### config.mk
export PLATFORM = sky130hd
export DESIGN_NAME = key_step_conditioner
export DESIGN_NICKNAME = d
export VERILOG_FILES = /design/src/rtl/key_step_pkg.sv /design/src/rtl/sync_2ff.sv /design/src/rtl/key_step_conditioner.sv
export SDC_FILE = /design/constraint.sdc
export NUM_CORES = 1
export LEC_CHECK = 0
export BUFFER_PORTS_ARGS = -buffer_cell sky130_fd_sc_hd__buf_2
export CAP_MARGIN = 20
export CORE_ASPECT_RATIO = 0.7
export CORE_MARGIN = 2
export CORE_UTILIZATION = 47
export DETAILED_ROUTE_END_ITERATION = 8
export HOLD_SLACK_MARGIN = 0.15
export PLACE_DENSITY = 0.74
export SYNTH_ARGS = -nofsm -noshare
export SYNTH_HDL_FRONTEND = slang
export SYNTH_SLANG_ARGS = --single-unit
export TNS_END_PERCENT = 5
### constraint.sdc
create_clock -name Clock -period 3 [get_ports Clock]
set_clock_uncertainty 0.05 [all_clocks]
set_input_delay 0.9 -clock Clock [delete_from_list [all_inputs] [get_ports Clock]]
set_output_delay 0.9 -clock Clock [all_outputs]
set_load 0.02 [all_outputs]
### src/rtl/key_step_pkg.sv
// Shared state encodings and default timing constants for the step-key conditioner.
// Default constants target the 50 MHz DE2 board clock.
package key_step_pkg;

    typedef enum logic [1:0] {
        RELEASED    = 2'd0,
        PRESS_CHK   = 2'd1,
        HELD        = 2'd2,
        RELEASE_CHK = 2'd3
    } state_e;

    localparam int unsigned DEBOUNCE_CYCLES_DEF = 500000;
    localparam int unsigned REPEAT_CYCLES_DEF   = 12500000;

endpackage

### src/rtl/sync_2ff.sv
// Two-flop synchronizer for a single asynchronous bit.
// Reset value is a parameter so an idle-high input resets to its idle level.
module sync_2ff #(
    parameter logic RST_VAL = 1'b0
) (
    input  logic clk_i,
    input  logic rst_i,
    input  logic d_i,
    output logic q_o
);

    logic meta_q;
    logic sync_q;

    always_ff @(posedge clk_i or posedge rst_i) begin
        if (rst_i) begin
            meta_q <= RST_VAL;
            sync_q <= RST_VAL;
        end else begin
            meta_q <= d_i;
            sync_q <= meta_q;
        end
    end

    assign q_o = sync_q;

endmodule

### src/rtl/key_step_conditioner.sv
// Debounces the active-low step key into a one-cycle Step pulse and syncs Run.
// Optional auto-repeat while held: define STEP_AUTOREPEAT_EN.
module key_step_conditioner
    import key_step_pkg::*;
#(
    parameter int unsigned DEBOUNCE_CYCLES = DEBOUNCE_CYCLES_DEF,
    parameter int unsigned CNT_W           = $clog2(DEBOUNCE_CYCLES) + 1
`ifdef STEP_AUTOREPEAT_EN
    ,
    parameter int unsigned REPEAT_CYCLES   = REPEAT_CYCLES_DEF
`endif
) (
    input  logic       Clock,
    input  logic       Reset,
    input  logic       KEY_n,
    input  logic       SW_run,
    output logic       Step,
    output logic       Pressed,
    output logic       Run_sync,
    output logic [7:0] Step_count
);

    logic key_sync;
    logic key_s;

    sync_2ff #(.RST_VAL(1'b1)) u_key_sync (
        .clk_i (Clock),
        .rst_i (Reset),
        .d_i   (KEY_n),
        .q_o   (key_sync)
    );

    sync_2ff #(.RST_VAL(1'b0)) u_run_sync (
        .clk_i (Clock),
        .rst_i (Reset),
        .d_i   (SW_run),
        .q_o   (Run_sync)
    );

    assign key_s = ~key_sync;

    state_e           state_q, state_d;
    logic [CNT_W-1:0] cnt_q, cnt_d;
    logic             step_q, step_d;
    logic             pressed_q, pressed_d;
    logic [7:0]       count_q, count_d;
    logic             cnt_last;

    assign cnt_last = (cnt_q == CNT_W'(DEBOUNCE_CYCLES - 1));

`ifdef STEP_AUTOREPEAT_EN
    localparam int unsigned REP_W = $clog2(REPEAT_CYCLES) + 1;
    logic [REP_W-1:0] rep_q, rep_d;
`endif

    always_comb begin
        state_d = state_q;
        cnt_d   = cnt_q;
        step_d  = 1'b0;
        unique case (state_q)
            RELEASED: begin
                if (key_s) begin
                    state_d = PRESS_CHK;
                    cnt_d   = '0;
                end
            end
            PRESS_CHK: begin
                if (!key_s) begin
                    state_d = RELEASED;
                    cnt_d   = '0;
                end else if (cnt_last) begin
                    state_d = HELD;
                    cnt_d   = '0;
                    step_d  = 1'b1;
                end else begin
                    cnt_d = cnt_q + 1'b1;
                end
            end
            HELD: begin
                if (!key_s) begin
                    state_d = RELEASE_CHK;
                    cnt_d   = '0;
                end
            end
            RELEASE_CHK: begin
                if (key_s) begin
                    state_d = HELD;
                    cnt_d   = '0;
                end else if (cnt_last) begin
                    state_d = RELEASED;
                    cnt_d   = '0;
                end else begin
                    cnt_d = cnt_q + 1'b1;
                end
            end
            default: begin
                state_d = RELEASED;
                cnt_d   = '0;
            end
        endcase
`ifdef STEP_AUTOREPEAT_EN
        // Repeat phase pauses through release chatter; only a full release clears it
        rep_d = rep_q;
        if (state_q == HELD && key_s) begin
            if (rep_q == REP_W'(REPEAT_CYCLES - 1)) begin
                rep_d  = '0;
                step_d = 1'b1;
            end else begin
                rep_d = rep_q + 1'b1;
            end
        end
        if (state_d == RELEASED) begin
            rep_d = '0;
        end
`endif
        pressed_d = (state_d == HELD) || (state_d == RELEASE_CHK);
        count_d   = count_q + {7'd0, step_d};
    end

    always_ff @(posedge Clock or posedge Reset) begin
        if (Reset) begin
            state_q   <= RELEASED;
            cnt_q     <= '0;
            step_q    <= 1'b0;
            pressed_q <= 1'b0;
            count_q   <= '0;
`ifdef STEP_AUTOREPEAT_EN
            rep_q     <= '0;
`endif
        end else begin
            state_q   <= state_d;
            cnt_q     <= cnt_d;
            step_q    <= step_d;
            pressed_q <= pressed_d;
            count_q   <= count_d;
`ifdef STEP_AUTOREPEAT_EN
            rep_q     <= rep_d;
`endif
        end
    end

    assign Step       = step_q;
    assign Pressed    = pressed_q;
    assign Step_count = count_q;

endmodule

==> results.yml, run 1 <==
synth:
  synth_top_area_share_pct: 46.9
  netlist_instances: 179
  synth_seq_cells: 36
  ys_warn_count: 0
  seq_area_frac_synth_pct: 49.8
  synth_top_area_cell: "dfrtp_1"
  async_flop_share_pct: 100
  synth_area_leaders: "dfrtp_1 (47%), nand3_1 (5.8%), o21ai_0 (4.1%)"
  syn_area_um2: 1820
  synth-edff-count: 0
  syn_nets: 186
  ys_types: 41
  avgSynthCellArea_um2: 10.1
  synth_ff_type: "dfrtp_1"
cts:
  cts_buffers: 5
  cts_buffer_depth: 2
  cts_resized: 0
  insertion_delay_ns: 0.29
  clk_pin_slew_ns: 0.07
  cts_tree: "done"
  htree_num_levels: 2
  ctsHoldBuffers: 0
  cts_root_buffer: "clkbuf_8"
  post_cts_buffers: 0
  cts_sinks: 36
drt:
  drc: 0
  via_count: 1464
  wl_um: 3990
  viasPerCell: 5.86
  ant_nets: 0
  drt_pass1_iterations: 4
  drt_iter0_drc: 86
  post_drt_wl_per_cell_um: 16.0
power:
  p_comb_share_pct: 5.1
  p_sw_uw: 200
  p_int_uw: 669
  leakagePower_nw: 0.942
  irDropWorstVdd_mv: 0.306
  power_frac_seq_pct: 57.2
  p_per_area_nw_per_um2: 428
  clock_power_share_pct: 37.7
  power.total_uw: 869
  switching_share_pct: 23.0
placed_design:
  dpl.hpwl_um: 2920
  gp_congestion: 0.924
  io_buffers: 14
timing:
  hold_slack_ns: 0.305
  finalHoldViolCount: 0
  tightestPinTransition_ns: 0.675
  fin_crit_ns: 2.59
  period_share_pct: 86.4
  slew_viol_final: 0
  final.setup.tns_ns: 0
  max_freq_ghz: 0.386
  slew_headroom_pct: 54.9
  setup_viol: 0
  rsz0062_at_grt: "false"
die:
  die_y_um: 56
  die_w_um: 78.3
  initial_core_util_pct: 50.4
  die_area_um2: 4380
  rows: 18
  coreArea_um2: 3600
  ios: 15
worst_setup_path:
  crit_family: "simple AND/OR/NAND/NOR gates"
  crit_path_end_kind: "register"
  worstPathCellList: "nor4_4 > nand2_1 > nor2_1 > nand4_1 > nor3_1 > ha_1 > and3_1 > nand3_1 > or2_2 > xnor2_1"
  cp_data_arrival_time_ns: 2.73
  cp-start-kind: "register"
  crit_type: "reg2reg"
  max_stage_delay_ns: 0.49
  cp.required_ns: 3.14
  critPathSlowestCell: "dfrtp_1"
  path_max_fanout: 8
  path_buf_inv: 0
status:
  status: "complete, no violations"
final_layout:
  layout-drive-gt1-share_pct: 19.0
  antenna_cells: 0
  finalNetCount: 206
  syn_to_final_growth_pct: 11.9
grt:
  first_global_vias: 1407
  grt_max_degree: 22
  grt_overflow: 0
  antenna_found_initial: 0
  globalRouteTotalUtil_pct: 20.4
  grt_pass1_wl_um: 6830
worst_hold_path:
  hold_class: "reg2reg"
flow_run:
  maxCapViolCount: 0
-- layer usage --
layer	up-vias	routed length [µm]	global-route usage, %
li1	693	-	-
met1	704	1790	28.4
met2	57	1760	29.9
met3	10	366	5.68
met4	0	79	8.52
met5	-	0	0
-- power by group through the flow --
stage	combinational, mW	sequential, mW	clock [mW]
after CTS	0.0452	0.497	0.334
after global routing	0.0505	0.498	0.360
after global placement	0.0430	0.506	0
after floorplan	0.0299	0.506	0
final	0.0445	0.497	0.327
after detailed placement	0.0449	0.506	0
-- kinds of logic (layout without fill, tap and decap cells) --
group / count (synthesis) / in the layout / synth area share (%)
simple gates: 86 / 86 / 28.3
flops: 36 / 36 / 49.8
compound gates: 34 / 34 / 11.9
buf+inv: 11 / 32 / 3.24
xor+xnor: 9 / 9 / 4.76
fa+ha+maj: 3 / 3 / 2.07
-- path summary, 6_finish.rpt --
path	start	endpoint	slack, ns	cells past startpoint
worst max-delay path	cnt_q[5]$_DFFE_PP0P_	Step_count[7]$_DFF_PP0_	0.41	10
worst min-delay path	u_key_sync.meta_q$_DFF_PP1_	u_key_sync.q_o$_DFF_PP1_	0.31	0
worst max register to register	cnt_q[5]$_DFFE_PP0P_	Step_count[7]$_DFF_PP0_	0.41	10
worst min register to register	u_key_sync.meta_q$_DFF_PP1_	u_key_sync.q_o$_DFF_PP1_	0.31	0
max in group asynchronous	Reset	u_key_sync.meta_q$_DFF_PP1_	1.62	3
min in group asynchronous	Reset	cnt_q[6]$_DFFE_PP0P_	0.65	2
-- synth_stat cells, drive strengths merged (2+ instances only) --
master / n
inv: 7
a21o: 4
nand2: 15
ha: 3
a21oi: 6
nand3: 21
xnor2: 5
and3: 5
buf: 4
or2: 2
nor3b: 3
dfrtp: 34
dfstp: 2
nor3: 2
nor4: 3
nor2b: 2
or3: 7
o21ai: 18
xor2: 4
nand4: 9
nor2: 5
and4: 4
and2: 5
-- cell usage in the layout (no fill, tap or decap), drive strengths merged, types with 5 or more instances in the layout --
cell | netlist | layout
xnor2 | 5 | 5
and3 | 5 | 5
dfrtp | 34 | 34
buf | 4 | 17
nor2 | 5 | 5
nand4 | 9 | 9
or3 | 7 | 7
nand3 | 21 | 21
and2 | 5 | 5
nand2 | 15 | 15
o21ai | 18 | 18
clkbuf | 0 | 7
a21oi | 6 | 6
inv | 7 | 7
-- layout make-up --
class,instances,area [µm²]
clock buffers,7,76.3
clock inverters,1,5.00
fillers,311,1570
inverters,7,26.3
multi-input cells,132,853
flip-flops and latches,36,903
well taps,50,62.6
repair buffers,17,105
-- registers in the layout, indices dropped and copies added, names as in the netlist --
register,flops
state_q,2
u_key_sync.q_o,1
u_run_sync.meta_q,1
u_key_sync.meta_q,1
u_run_sync.q_o,1
Step_count,8
Pressed,1
Step,1
cnt_q,20
-- through the flow --
step / setup slack, ns / util, % / std cells / area, µm²
floorplan: 0.685 / - / 179 / 1820
global placement: 0.569 / 54.1 / 242 / 1950
detailed placement: 0.404 / 54.1 / 242 / 1950
CTS: 0.409 / 56.4 / 250 / 2030
global route: 0.191 / 56.4 / 250 / 2030
finish: 0.408 / 56.4 / 250 / 2030
-- worst register-to-register path: stages (launching register included) --
cell     delay, ns
dfrtp_1       0.49
nor4_4        0.36
nand2_1       0.11
nor2_1        0.12
nand4_1       0.16
nor3_1        0.24
ha_1          0.24
and3_1        0.17
nand3_1       0.10
or2_2         0.32
xnor2_1       0.12
No activity file was read; power rests on OpenSTA's default activity.
==> run 2: changes to the inputs <==
CORE_MARGIN = default   (was 2)
SLEW_MARGIN = 10   (was default)
==> run 2 against run 1 <==
  * Utilization did not move
  * Combinational power hardly changed
  * Register-to-register slack worse by 0.03 ns
  * Clock-buffer cell count unchanged
  * Setup slack got worse by 0.028 ns
  * Sequential power is essentially flat
  * Via count is 0.89% higher
==> results.yml, run 2 (synthesized netlist as in run 1, its figures left out) <==
status:
  status: "complete, no violations"
worst_setup_path:
  crit_top_cell: "nand4_1"
  cp.required_ns: 3.13
  crit_type: "reg2reg"
  cp_data_arrival_time_ns: 2.75
  critPathSlowestCell: "dfrtp_1"
  path_max_fanout: 5
  crit_path_end_kind: "register"
  cp-start-kind: "register"
  worstPathCellList: "nand4_1 > nand4b_2 > nor2_1 > nand4_1 > nor3_1 > ha_1 > and3_1 > nand3_1 > or2_2 > xnor2_1"
  max_stage_delay_ns: 0.42
timing:
  slew_viol_final: 0
  rsz0062_at_grt: "false"
  tightestPinTransition_ns: 0.727
  final.setup.tns_ns: 0
  period_share_pct: 87.3
  setup_slack_ns: 0.381
  finalHoldViolCount: 0
  setup_viol: 0
  slew_headroom_pct: 51.5
  max_freq_ghz: 0.382
  fin_crit_ns: 2.62
final_layout:
  largest_reg_flops: 20
  finalNetCount: 206
  syn_to_final_growth_pct: 11.9
  layout_common_cells: "dfrtp_1 (34), nand3_1 (21), nand2_1 (15), o21ai_0 (15), buf_2 (14)"
  regArea_um2: 903
  layout-drive-gt1-share_pct: 19.0
  post-route-util_pct: 56.4
  fillCellCount: 305
  antenna_cells: 0
  final_common_cell: "dfrtp_1"
  multiInputGateArea_um2: 853
  top_register: "cnt_q"
grt:
  first_global_vias: 1410
  grt_pass1_wl_um: 6770
  antenna_found_initial: 0
  globalRouteTotalUtil_pct: 22.6
  grt_overflow: 0
  grt_max_degree: 20
cts:
  cts_buffer_depth: 2
  htree_num_levels: 2
  clk_pin_slew_ns: 0.07
  cts_resized: 0
  post_cts_buffers: 0
  insertion_delay_ns: 0.29
  cts_root_buffer: "clkbuf_8"
  cts_sinks: 36
  ctsHoldBuffers: 0
  cts_tree: "done"
  cts_buffers: 5
drt:
  via_count: 1477
  wl_um: 3920
  post_drt_wl_per_cell_um: 15.7
  drt_iter0_drc: 83
  drc: 0
  ant_nets: 0
  viasPerCell: 5.91
  drt_pass1_iterations: 4
die:
  die_w_um: 76.3
  initial_core_util_pct: 50.4
  die_y_um: 54
  rows: 18
  die_area_um2: 4120
  ios: 15
  coreArea_um2: 3600
placed_design:
  place_ws_ns: 0.411
  io_buffers: 14
  dpl.hpwl_um: 2820
  gp_congestion: 0.925
power:
  irDropWorstVdd_mv: 0.303
  leakagePower_nw: 0.942
  p_per_area_nw_per_um2: 429
worst_hold_path:
  hold_class: "reg2reg"
flow_run:
  maxCapViolCount: 0
## run 2: cell counts in the layout (fill, tap and decap cells not counted)
No cell type changed its count.
## run 2: area by class of cell
type	count	area share, %
clock buffers	7	3.76
clock inverters	1	0.246
inverters	7	1.29
multi-input cells	132	42.0
flip-flops and latches	36	44.5
well taps	50	3.08
repair buffers	17	5.17
## run 2: through the flow
step / instances / total power [mW] / hold slack, ns / area [µm²]
floorplan: 179 / 0.536 / 0.281 / 1820
detailed placement: 242 / 0.551 / 0.297 / 1950
global placement: 242 / 0.549 / 0.293 / 1950
global route: 250 / 0.907 / 0.317 / 2030
finish: 250 / 0.872 / 0.307 / 2030
CTS: 250 / 0.881 / 0.307 / 2030
## run 2: final timing paths
check	from	endpoint	slack (ns)	cells after the start
min in group asynchronous	Reset	cnt_q[6]$_DFFE_PP0P_	0.68	2
worst max register to register	cnt_q[17]$_DFFE_PP0P_	Step_count[7]$_DFF_PP0_	0.38	10
worst min register to register	u_key_sync.meta_q$_DFF_PP1_	u_key_sync.q_o$_DFF_PP1_	0.31	0
worst max-delay path	cnt_q[17]$_DFFE_PP0P_	Step_count[7]$_DFF_PP0_	0.38	10
max in group asynchronous	Reset	u_key_sync.meta_q$_DFF_PP1_	1.60	3
worst min-delay path	u_key_sync.meta_q$_DFF_PP1_	u_key_sync.q_o$_DFF_PP1_	0.31	0
## run 2: layer usage
layer | track usage (%) | share of wire (%) | vias up
met4 | 11.2 | 1.7 | 0
met1 | 30.4 | 46 | 716
met2 | 32.4 | 43 | 59
met3 | 8.31 | 9.8 | 9
met5 | 0 | 0 | -
li1 | - | - | 693
## run 2: worst max-delay path: cells and delay by family, from the launching register on
family                   cells  cell delay [ns]
XOR/XNOR                     1             0.12
AND/OR/NAND/NOR              8             1.66
adder cells (fa/ha/maj)      1             0.26
flip-flops                   1             0.42
## run 2: power by group
group | switching [mW] | leakage [nW] | internal (mW) | total (mW)
clock network | 0.168 | 0.0422 | 0.163 | 0.331
logic | 0.0301 | 0.412 | 0.0141 | 0.0443
registers | 0.00504 | 0.488 | 0.492 | 0.497
